<file path="config.mk">
export PLATFORM = sky130hd
export DESIGN_NAME = fetch_queue_flat
export DESIGN_NICKNAME = d
export VERILOG_FILES = /design/src/rtl/fetch_queue_if.sv /design/src/rtl/fetch_queue.sv /design/src/flat_wrapper.sv
export SDC_FILE = /design/constraint.sdc
export NUM_CORES = 1
export LEC_CHECK = 0
export ABC_AREA = 1
export CAP_MARGIN = 20
export CORE_MARGIN = 4
export CORE_UTILIZATION = 61
export CTS_BUF_LIST = sky130_fd_sc_hd__clkbuf_16
export DETAILED_ROUTE_END_ITERATION = 10
export PLACE_DENSITY = 0.92
export SLEW_MARGIN = 20
export SYNTH_ARGS = -nofsm -noshare
export SYNTH_HDL_FRONTEND = slang
export SYNTH_SLANG_ARGS = --single-unit
</file>
<file path="constraint.sdc">
create_clock -name clk -period 6.67 [get_ports clk]
set_input_delay 1.334 -clock clk [delete_from_list [all_inputs] [get_ports clk]]
set_output_delay 1.334 -clock clk [all_outputs]
set_load 0.005 [all_outputs]
</file>
<file path="src/rtl/fetch_queue_if.sv">
// Prefetch-to-decoder bus of the fetch queue.
// The master modport is the prefetcher/decoder side; the slave modport is the queue itself.
interface fetch_queue_if;
  logic        in_valid;
  logic [63:0] in_data;
  logic [3:0]  in_len;
  logic        in_limit;
  logic        in_page_fault;
  logic        in_ready;
  logic [63:0] fetch;
  logic [3:0]  fetch_valid;
  logic        fetch_limit;
  logic        fetch_page_fault;
  logic [3:0]  dec_acceptable;

  modport master (
    output in_valid, in_data, in_len, in_limit, in_page_fault, dec_acceptable,
    input  in_ready, fetch, fetch_valid, fetch_limit, fetch_page_fault
  );

  modport slave (
    input  in_valid, in_data, in_len, in_limit, in_page_fault, dec_acceptable,
    output in_ready, fetch, fetch_valid, fetch_limit, fetch_page_fault
  );
endinterface

</file>
<file path="src/rtl/fetch_queue.sv">
// Instruction fetch queue: 16-byte shift buffer between the prefetcher and the decoder.
// Up to 8 bytes enter per cycle, up to 8 leave per cycle, and both can happen in the same cycle.
// Entries carrying a CS-limit or page-fault marker halt intake.
// The marker becomes visible to the decoder once the queue has drained.
module fetch_queue (
  input  logic         clk,
  input  logic         rst_n,
  input  logic         pr_reset,
  fetch_queue_if.slave bus
);

  typedef enum logic [1:0] {RUN, HALT_LIMIT, HALT_PF} state_t;

  state_t      r_state;
  logic [4:0]  r_cnt;
  logic [7:0]  r_mem [16];

  logic [7:0]  w_mem_next [16];
  logic [7:0]  w_in_byte [8];
  logic [3:0]  w_fv;
  logic [3:0]  w_len;
  logic [3:0]  w_k;
  logic        w_push;
  logic [4:0]  w_base;
  logic [4:0]  w_cnt_next;

  // Decoder-visible window is the oldest min(cnt, 8) bytes.
  assign w_fv  = (r_cnt > 5'd8) ? 4'd8 : r_cnt[3:0];
  // Lengths above 8 saturate to a full entry.
  assign w_len = (bus.in_len > 4'd8) ? 4'd8 : bus.in_len;
  // Bytes consumed this cycle can never exceed what is presented.
  assign w_k   = (bus.dec_acceptable < w_fv) ? bus.dec_acceptable : w_fv;

  // Intake only in RUN, outside flush, with room for a full 8-byte entry.
  // Gating with rst_n keeps in_ready low while reset is held.
  assign bus.in_ready = rst_n && (r_state == RUN) && !pr_reset && (r_cnt <= 5'd8);
  assign w_push       = bus.in_valid && bus.in_ready;

  // New bytes land directly behind what survives this cycle's removal.
  assign w_base     = r_cnt - {1'b0, w_k};
  assign w_cnt_next = w_base + (w_push ? {1'b0, w_len} : 5'd0);

  assign bus.fetch_valid      = w_fv;
  assign bus.fetch_limit      = (r_state == HALT_LIMIT) && (r_cnt == 5'd0);
  assign bus.fetch_page_fault = (r_state == HALT_PF) && (r_cnt == 5'd0);

  generate
    for (genvar gi = 0; gi < 8; gi++) begin : g_bytes_io
      assign w_in_byte[gi]         = bus.in_data[gi*8 +: 8];
      assign bus.fetch[gi*8 +: 8]  = r_mem[gi];
    end

    for (genvar gi = 0; gi < 16; gi++) begin : g_slot
      localparam logic [4:0] LP_POS = 5'(gi);
      logic [4:0] w_src;
      logic [4:0] w_off;
      logic       w_take_new;
      // Slot gi receives either an incoming byte or the byte k positions above it.
      assign w_src      = LP_POS + {1'b0, w_k};
      assign w_off      = LP_POS - w_base;
      assign w_take_new = w_push && (LP_POS >= w_base) && (w_off < {1'b0, w_len});
      assign w_mem_next[gi] = w_take_new     ? w_in_byte[w_off[2:0]] :
                              (w_src < 5'd16) ? r_mem[w_src[3:0]]    :
                                                r_mem[gi];
    end
  endgenerate

  // Occupancy and byte storage; flush empties the queue and drops this cycle's push/removal.
  always_ff @(posedge clk or negedge rst_n) begin
    if (!rst_n) begin
      r_cnt <= 5'd0;
      for (int i = 0; i < 16; i++) r_mem[i] <= 8'h00;
    end else if (pr_reset) begin
      r_cnt <= 5'd0;
    end else begin
      r_cnt <= w_cnt_next;
      for (int i = 0; i < 16; i++) r_mem[i] <= w_mem_next[i];
    end
  end

  // Halt FSM: a marker entry is appended, then intake stops until flush; page fault wins.
  always_ff @(posedge clk or negedge rst_n) begin
    if (!rst_n) begin
      r_state <= RUN;
    end else if (pr_reset) begin
      r_state <= RUN;
    end else begin
      case (r_state)
        RUN: begin
          if (w_push && bus.in_page_fault)  r_state <= HALT_PF;
          else if (w_push && bus.in_limit)  r_state <= HALT_LIMIT;
        end
        HALT_LIMIT: r_state <= HALT_LIMIT;
        HALT_PF:    r_state <= HALT_PF;
        default:    r_state <= RUN;
      endcase
    end
  end

endmodule

</file>
<file path="src/flat_wrapper.sv">
// flat-port wrapper written by rule: the top's interface ports become plain ports
module fetch_queue_flat 
  (clk, rst_n, pr_reset, bus_in_valid, bus_in_data, bus_in_len, bus_in_limit, bus_in_page_fault, bus_dec_acceptable, bus_in_ready, bus_fetch, bus_fetch_valid, bus_fetch_limit, bus_fetch_page_fault);
  fetch_queue_if bus_i ();
  input  logic clk;
  input  logic rst_n;
  input  logic pr_reset;
  input wire logic [$bits(bus_i.in_valid)-1:0] bus_in_valid;
  input wire logic [$bits(bus_i.in_data)-1:0] bus_in_data;
  input wire logic [$bits(bus_i.in_len)-1:0] bus_in_len;
  input wire logic [$bits(bus_i.in_limit)-1:0] bus_in_limit;
  input wire logic [$bits(bus_i.in_page_fault)-1:0] bus_in_page_fault;
  input wire logic [$bits(bus_i.dec_acceptable)-1:0] bus_dec_acceptable;
  output wire logic [$bits(bus_i.in_ready)-1:0] bus_in_ready;
  output wire logic [$bits(bus_i.fetch)-1:0] bus_fetch;
  output wire logic [$bits(bus_i.fetch_valid)-1:0] bus_fetch_valid;
  output wire logic [$bits(bus_i.fetch_limit)-1:0] bus_fetch_limit;
  output wire logic [$bits(bus_i.fetch_page_fault)-1:0] bus_fetch_page_fault;
  assign bus_i.in_valid = bus_in_valid;
  assign bus_i.in_data = bus_in_data;
  assign bus_i.in_len = bus_in_len;
  assign bus_i.in_limit = bus_in_limit;
  assign bus_i.in_page_fault = bus_in_page_fault;
  assign bus_i.dec_acceptable = bus_dec_acceptable;
  assign bus_in_ready = bus_i.in_ready;
  assign bus_fetch = bus_i.fetch;
  assign bus_fetch_valid = bus_i.fetch_valid;
  assign bus_fetch_limit = bus_i.fetch_limit;
  assign bus_fetch_page_fault = bus_i.fetch_page_fault;
  fetch_queue u_core (.clk(clk), .rst_n(rst_n), .pr_reset(pr_reset), .bus(bus_i));
endmodule
</file>
==> impl_metrics.yaml <==
synth:
  ys_top_cells_by_area: "sky130_fd_sc_hd__nand2_1 (26%), sky130_fd_sc_hd__dfrtp_1 (20%), sky130_fd_sc_hd__o21ai_0 (18%), sky130_fd_sc_hd__inv_1 (5.4%), sky130_fd_sc_hd__ha_1 (3.6%)"
  synth_compound_area_share_pct: 23.9
  syn_avg_cell_area_um2: 5.71
  yosysTopAreaCellShare_pct: 25.9
  async_reset_ff_share_pct: 100
  combinational_family_with_the_most_area_after_synthesis: "simple AND/OR/NAND/NOR gates"
  adder_and_majority_gate_portion_of_the_synthesized_area_pct: 3.68
  synth-main-ff-cell: "sky130_fd_sc_hd__dfrtp_1"
  yosysTopAreaCell: "sky130_fd_sc_hd__nand2_1"
  yosys.area_share.simple_pct: 35.4
  syn_inst: 3010
  yosys_warn_count: 0
  synthXorXnorAreaFrac_pct: 1.05
  synth.yosys.seq_area_share_pct: 19.6
  synth_mux_area_share_pct: 3.49
  syn-cell-area_um2: 17200
  postSynthRegisterBits: 135
  synthesis.nets: 3138
  synth_edf_count: 0
  synth_cell_type_count: 55
place:
  gpl.final_weighted_congestion: 1.15
  hpwl_mm: 57.4
  io_buffer_count: 148
  numPlacedInstances: 3356
worst_setup_path:
  ff2ff_path_depth: 28
  timing.critical_path.to_type: "flop"
  critical_path_class: "input port to flop"
  worstSetupStartpointType: "input port"
  critical_path.max_stage_delay_ps: 500
  worstReg2RegStart: "u_core.r_cnt[4]"
  largest_fanout_on_the_critical_path: 41
  worstReg2RegEnd: "u_core.bus.fetch[9]"
  crit_arrival_ps: 6230
  required_ps: 7050
  list_of_cells_traversed_by_the_critical_path: "clkdlybuf4s50_1 -> ha_1 -> inv_1 -> a21oi_2 -> nand2_4 -> nand2_1 -> o21ai_4 -> inv_2 -> ha_4 -> inv_1 -> ha_1 -> buf_4 -> nor2_4 -> inv_1 -> nand2_2 -> inv_2 -> ha_1 -> a21oi_1 -> nor2_1 -> nor4_4 -> nand2_4 -> a21oi_4 -> nand2_1 -> o21ai_1"
  timing.reg2reg.setup_slack_ps: 1230
  cell_with_the_largest_stage_delay_on_the_worst_path: "sky130_fd_sc_hd__nor4_4"
floorplanning:
  coreArea_um2: 27800
  placement_rows: 61
  initial_utilization_pct: 61.9
  die_x_um: 176
  die_area_um2: 30900
  fp.dieH_um: 176
  top_ports: 149
global_routing:
  first_global_vias: 18052
  grt_pass1_wl_mm: 106
  grt_overflow_total: 0
  antenna_found_initial: 2
  globalRouteTotalUtil_pct: 44.9
  maximum_number_of_pins_on_one_net_before_global_route_repair: 242
worst_hold_path:
  end_point_of_the_worst_hold_path: "u_core.r_mem[44]"
  holdCritPathClass: "flop to flop"
  timing.hold.worst_path_depth: 2
  holdCritStartpoint: "u_core.r_mem[44]"
sta:
  finClkSkew_ps: 16.1
  finalHoldViolations: 0
  setup_viol_count_final: 0
  tns_ps: 0
  slew_headroom_pct: 19.9
  final_period_minus_worst_setup_slack_ps: 5850
  report.final.slew_viol_count: 0
  unrepaired_setup_endpoints_after_global_routing: "no"
  fmax_mhz: 171
  fin_worst_hold_slack_ps: 488
  worst_pin_slew_ps: 1190
  post-route-period-util_pct: 87.7
route:
  first_iter_violations: 3553
  drt_wl_total_mm: 71.7
  drc_errors: 0
  drt_first_pass_iters: 9
  final_antenna_net_count: 0
  post_drt_via_cell_ratio: 6.12
  wl_per_cell_um: 21.1
  num_vias: 20750
finish:
  finalNonFillerCells: 3391
  finalCoreUtilization_pct: 68.2
  areaGrowthSynthToFinish_pct: 10.2
  finish.net_count: 3125
  layout.cells.most_common: "sky130_fd_sc_hd__nand2_1"
  layout.cells.most_common_list: "sky130_fd_sc_hd__nand2_1 (1186), sky130_fd_sc_hd__o21ai_0 (605), sky130_fd_sc_hd__inv_1 (250)"
  ratio_of_cells_with_drive_above_1_in_the_final_layout_pct: 5.95
clocking:
  h-tree-depth: 4
  cts_resized: 0
  clock-root-buffer: "sky130_fd_sc_hd__clkbuf_16"
  numCtsBuffers: 17
  cts.path.max_buffers: 2
  clock_tree_from_tritoncts: "built"
  cts_hold_buffers: 0
  clk_transition_reported_paths_ps: 70
  clock_insertion_delay_worst_skew_ps: 460
  postCtsSetupRepairBufs: 0
  sinks_on_clock_net: 135
status:
  outcome: "completed"
flow_run:
  max-cap-violations: 0
## worst max-delay path: cells and delay by family
kind / cells / cell delay (ps)
fa+ha+maj: 4 / 1030
simple gates: 8 / 1430
buf+inv: 7 / 1430
compound gates: 5 / 1000
## through the flow
stage                     cell area [µm²]  setup WS, ps
final                               18900           822
after floorplan                     17200           317
after detailed placement            18300           479
after global placement              18300           676
after CTS                           18900           937
after global routing                18900           454
## registers in the layout, summed over array words and instances (netlist names)
| signal | flops |
|---|---|
| u_core.bus.fetch | 64 |
| u_core.r_cnt | 5 |
| u_core.r_mem | 64 |
| u_core.r_state | 2 |
## kinds of logic (layout without fill, tap and decap cells)
kind of cell,after synthesis,in the layout
and+or+nand+nor,1484,1484
DFF,135,135
buffers and inverters,488,488
muxes,60,60
AOI/OAI and AO/OA,780,780
other,0,3
xor gates and xnor gates,13,13
adders and majority gates,50,50
## routing by layer
| metal | share of wire (%) | up-vias | global-route usage (%) |
|---|---|---|---|
| li1 | - | 9660 | - |
| met1 | 36 | 9262 | 57.9 |
| met2 | 42 | 1497 | 67.5 |
| met3 | 14 | 331 | 9.99 |
| met4 | 8.3 | 0 | 29.7 |
| met5 | 0 | - | 0 |
## area by class of cell
| class | instances | area [µm²] |
|---|---|---|
| Sequential cell | 135 | 3380 |
| Inverter | 267 | 1000 |
| Fill cell | 2648 | 8840 |
| Timing Repair Buffer | 189 | 1800 |
| Clock buffer | 17 | 425 |
| Clock inverter | 15 | 203 |
| Antenna cell | 3 | 7.51 |
| Multi-Input combinational cell | 2387 | 11600 |
| Tap cell | 378 | 473 |
## worst max path at each step
stage                                from                   end  slack (ps)  cells after the start
floorplan           bus_dec_acceptable[3]      u_core.r_mem[56]         320                     31
global placement    bus_dec_acceptable[3]       u_core.r_mem[9]         680                     28
detailed placement  bus_dec_acceptable[3]   u_core.bus.fetch[9]         480                     24
CTS                 bus_dec_acceptable[3]   u_core.bus.fetch[9]         940                     24
global route        bus_dec_acceptable[3]  u_core.bus.fetch[23]         450                     29
finish              bus_dec_acceptable[3]   u_core.bus.fetch[9]         820                     24
## cell usage after synthesis, types with 2 or more instances
cell and count:
sky130_fd_sc_hd__nand3_2 6, sky130_fd_sc_hd__nor2_4 5, sky130_fd_sc_hd__xor2_2 4, sky130_fd_sc_hd__ha_1 49
sky130_fd_sc_hd__dfrtp_1 135, sky130_fd_sc_hd__o211ai_1 15, sky130_fd_sc_hd__nor2_1 100, sky130_fd_sc_hd__inv_1 248
sky130_fd_sc_hd__nand4_1 23, sky130_fd_sc_hd__o21a_1 3, sky130_fd_sc_hd__or2_2 6, sky130_fd_sc_hd__nor2_2 8
sky130_fd_sc_hd__clkinv_1 3, sky130_fd_sc_hd__a31oi_1 5, sky130_fd_sc_hd__xor2_1 7, sky130_fd_sc_hd__nand3b_1 7
sky130_fd_sc_hd__and3_1 2, sky130_fd_sc_hd__a211o_1 2, sky130_fd_sc_hd__buf_1 5, sky130_fd_sc_hd__a211oi_1 3
sky130_fd_sc_hd__a21oi_1 50, sky130_fd_sc_hd__buf_2 44, sky130_fd_sc_hd__nor3_1 8, sky130_fd_sc_hd__o21ai_2 4
sky130_fd_sc_hd__nand2_2 27, sky130_fd_sc_hd__mux2i_1 60, sky130_fd_sc_hd__nand2_1 1186, sky130_fd_sc_hd__o21ai_0 605
sky130_fd_sc_hd__buf_4 72, sky130_fd_sc_hd__and2_1 2, sky130_fd_sc_hd__clkbuf_1 94, sky130_fd_sc_hd__o21ai_4 2
sky130_fd_sc_hd__buf_6 6, sky130_fd_sc_hd__inv_2 15, sky130_fd_sc_hd__nand3_1 89, sky130_fd_sc_hd__nand2_4 9
sky130_fd_sc_hd__a21oi_4 4, sky130_fd_sc_hd__o22ai_1 2, sky130_fd_sc_hd__o21ai_1 75, sky130_fd_sc_hd__a21oi_2 4
sky130_fd_sc_hd__nand3_4 2
Power is not shown: default switching activity piles up to over one toggle a cycle in this logic, so the estimate is an artifact.
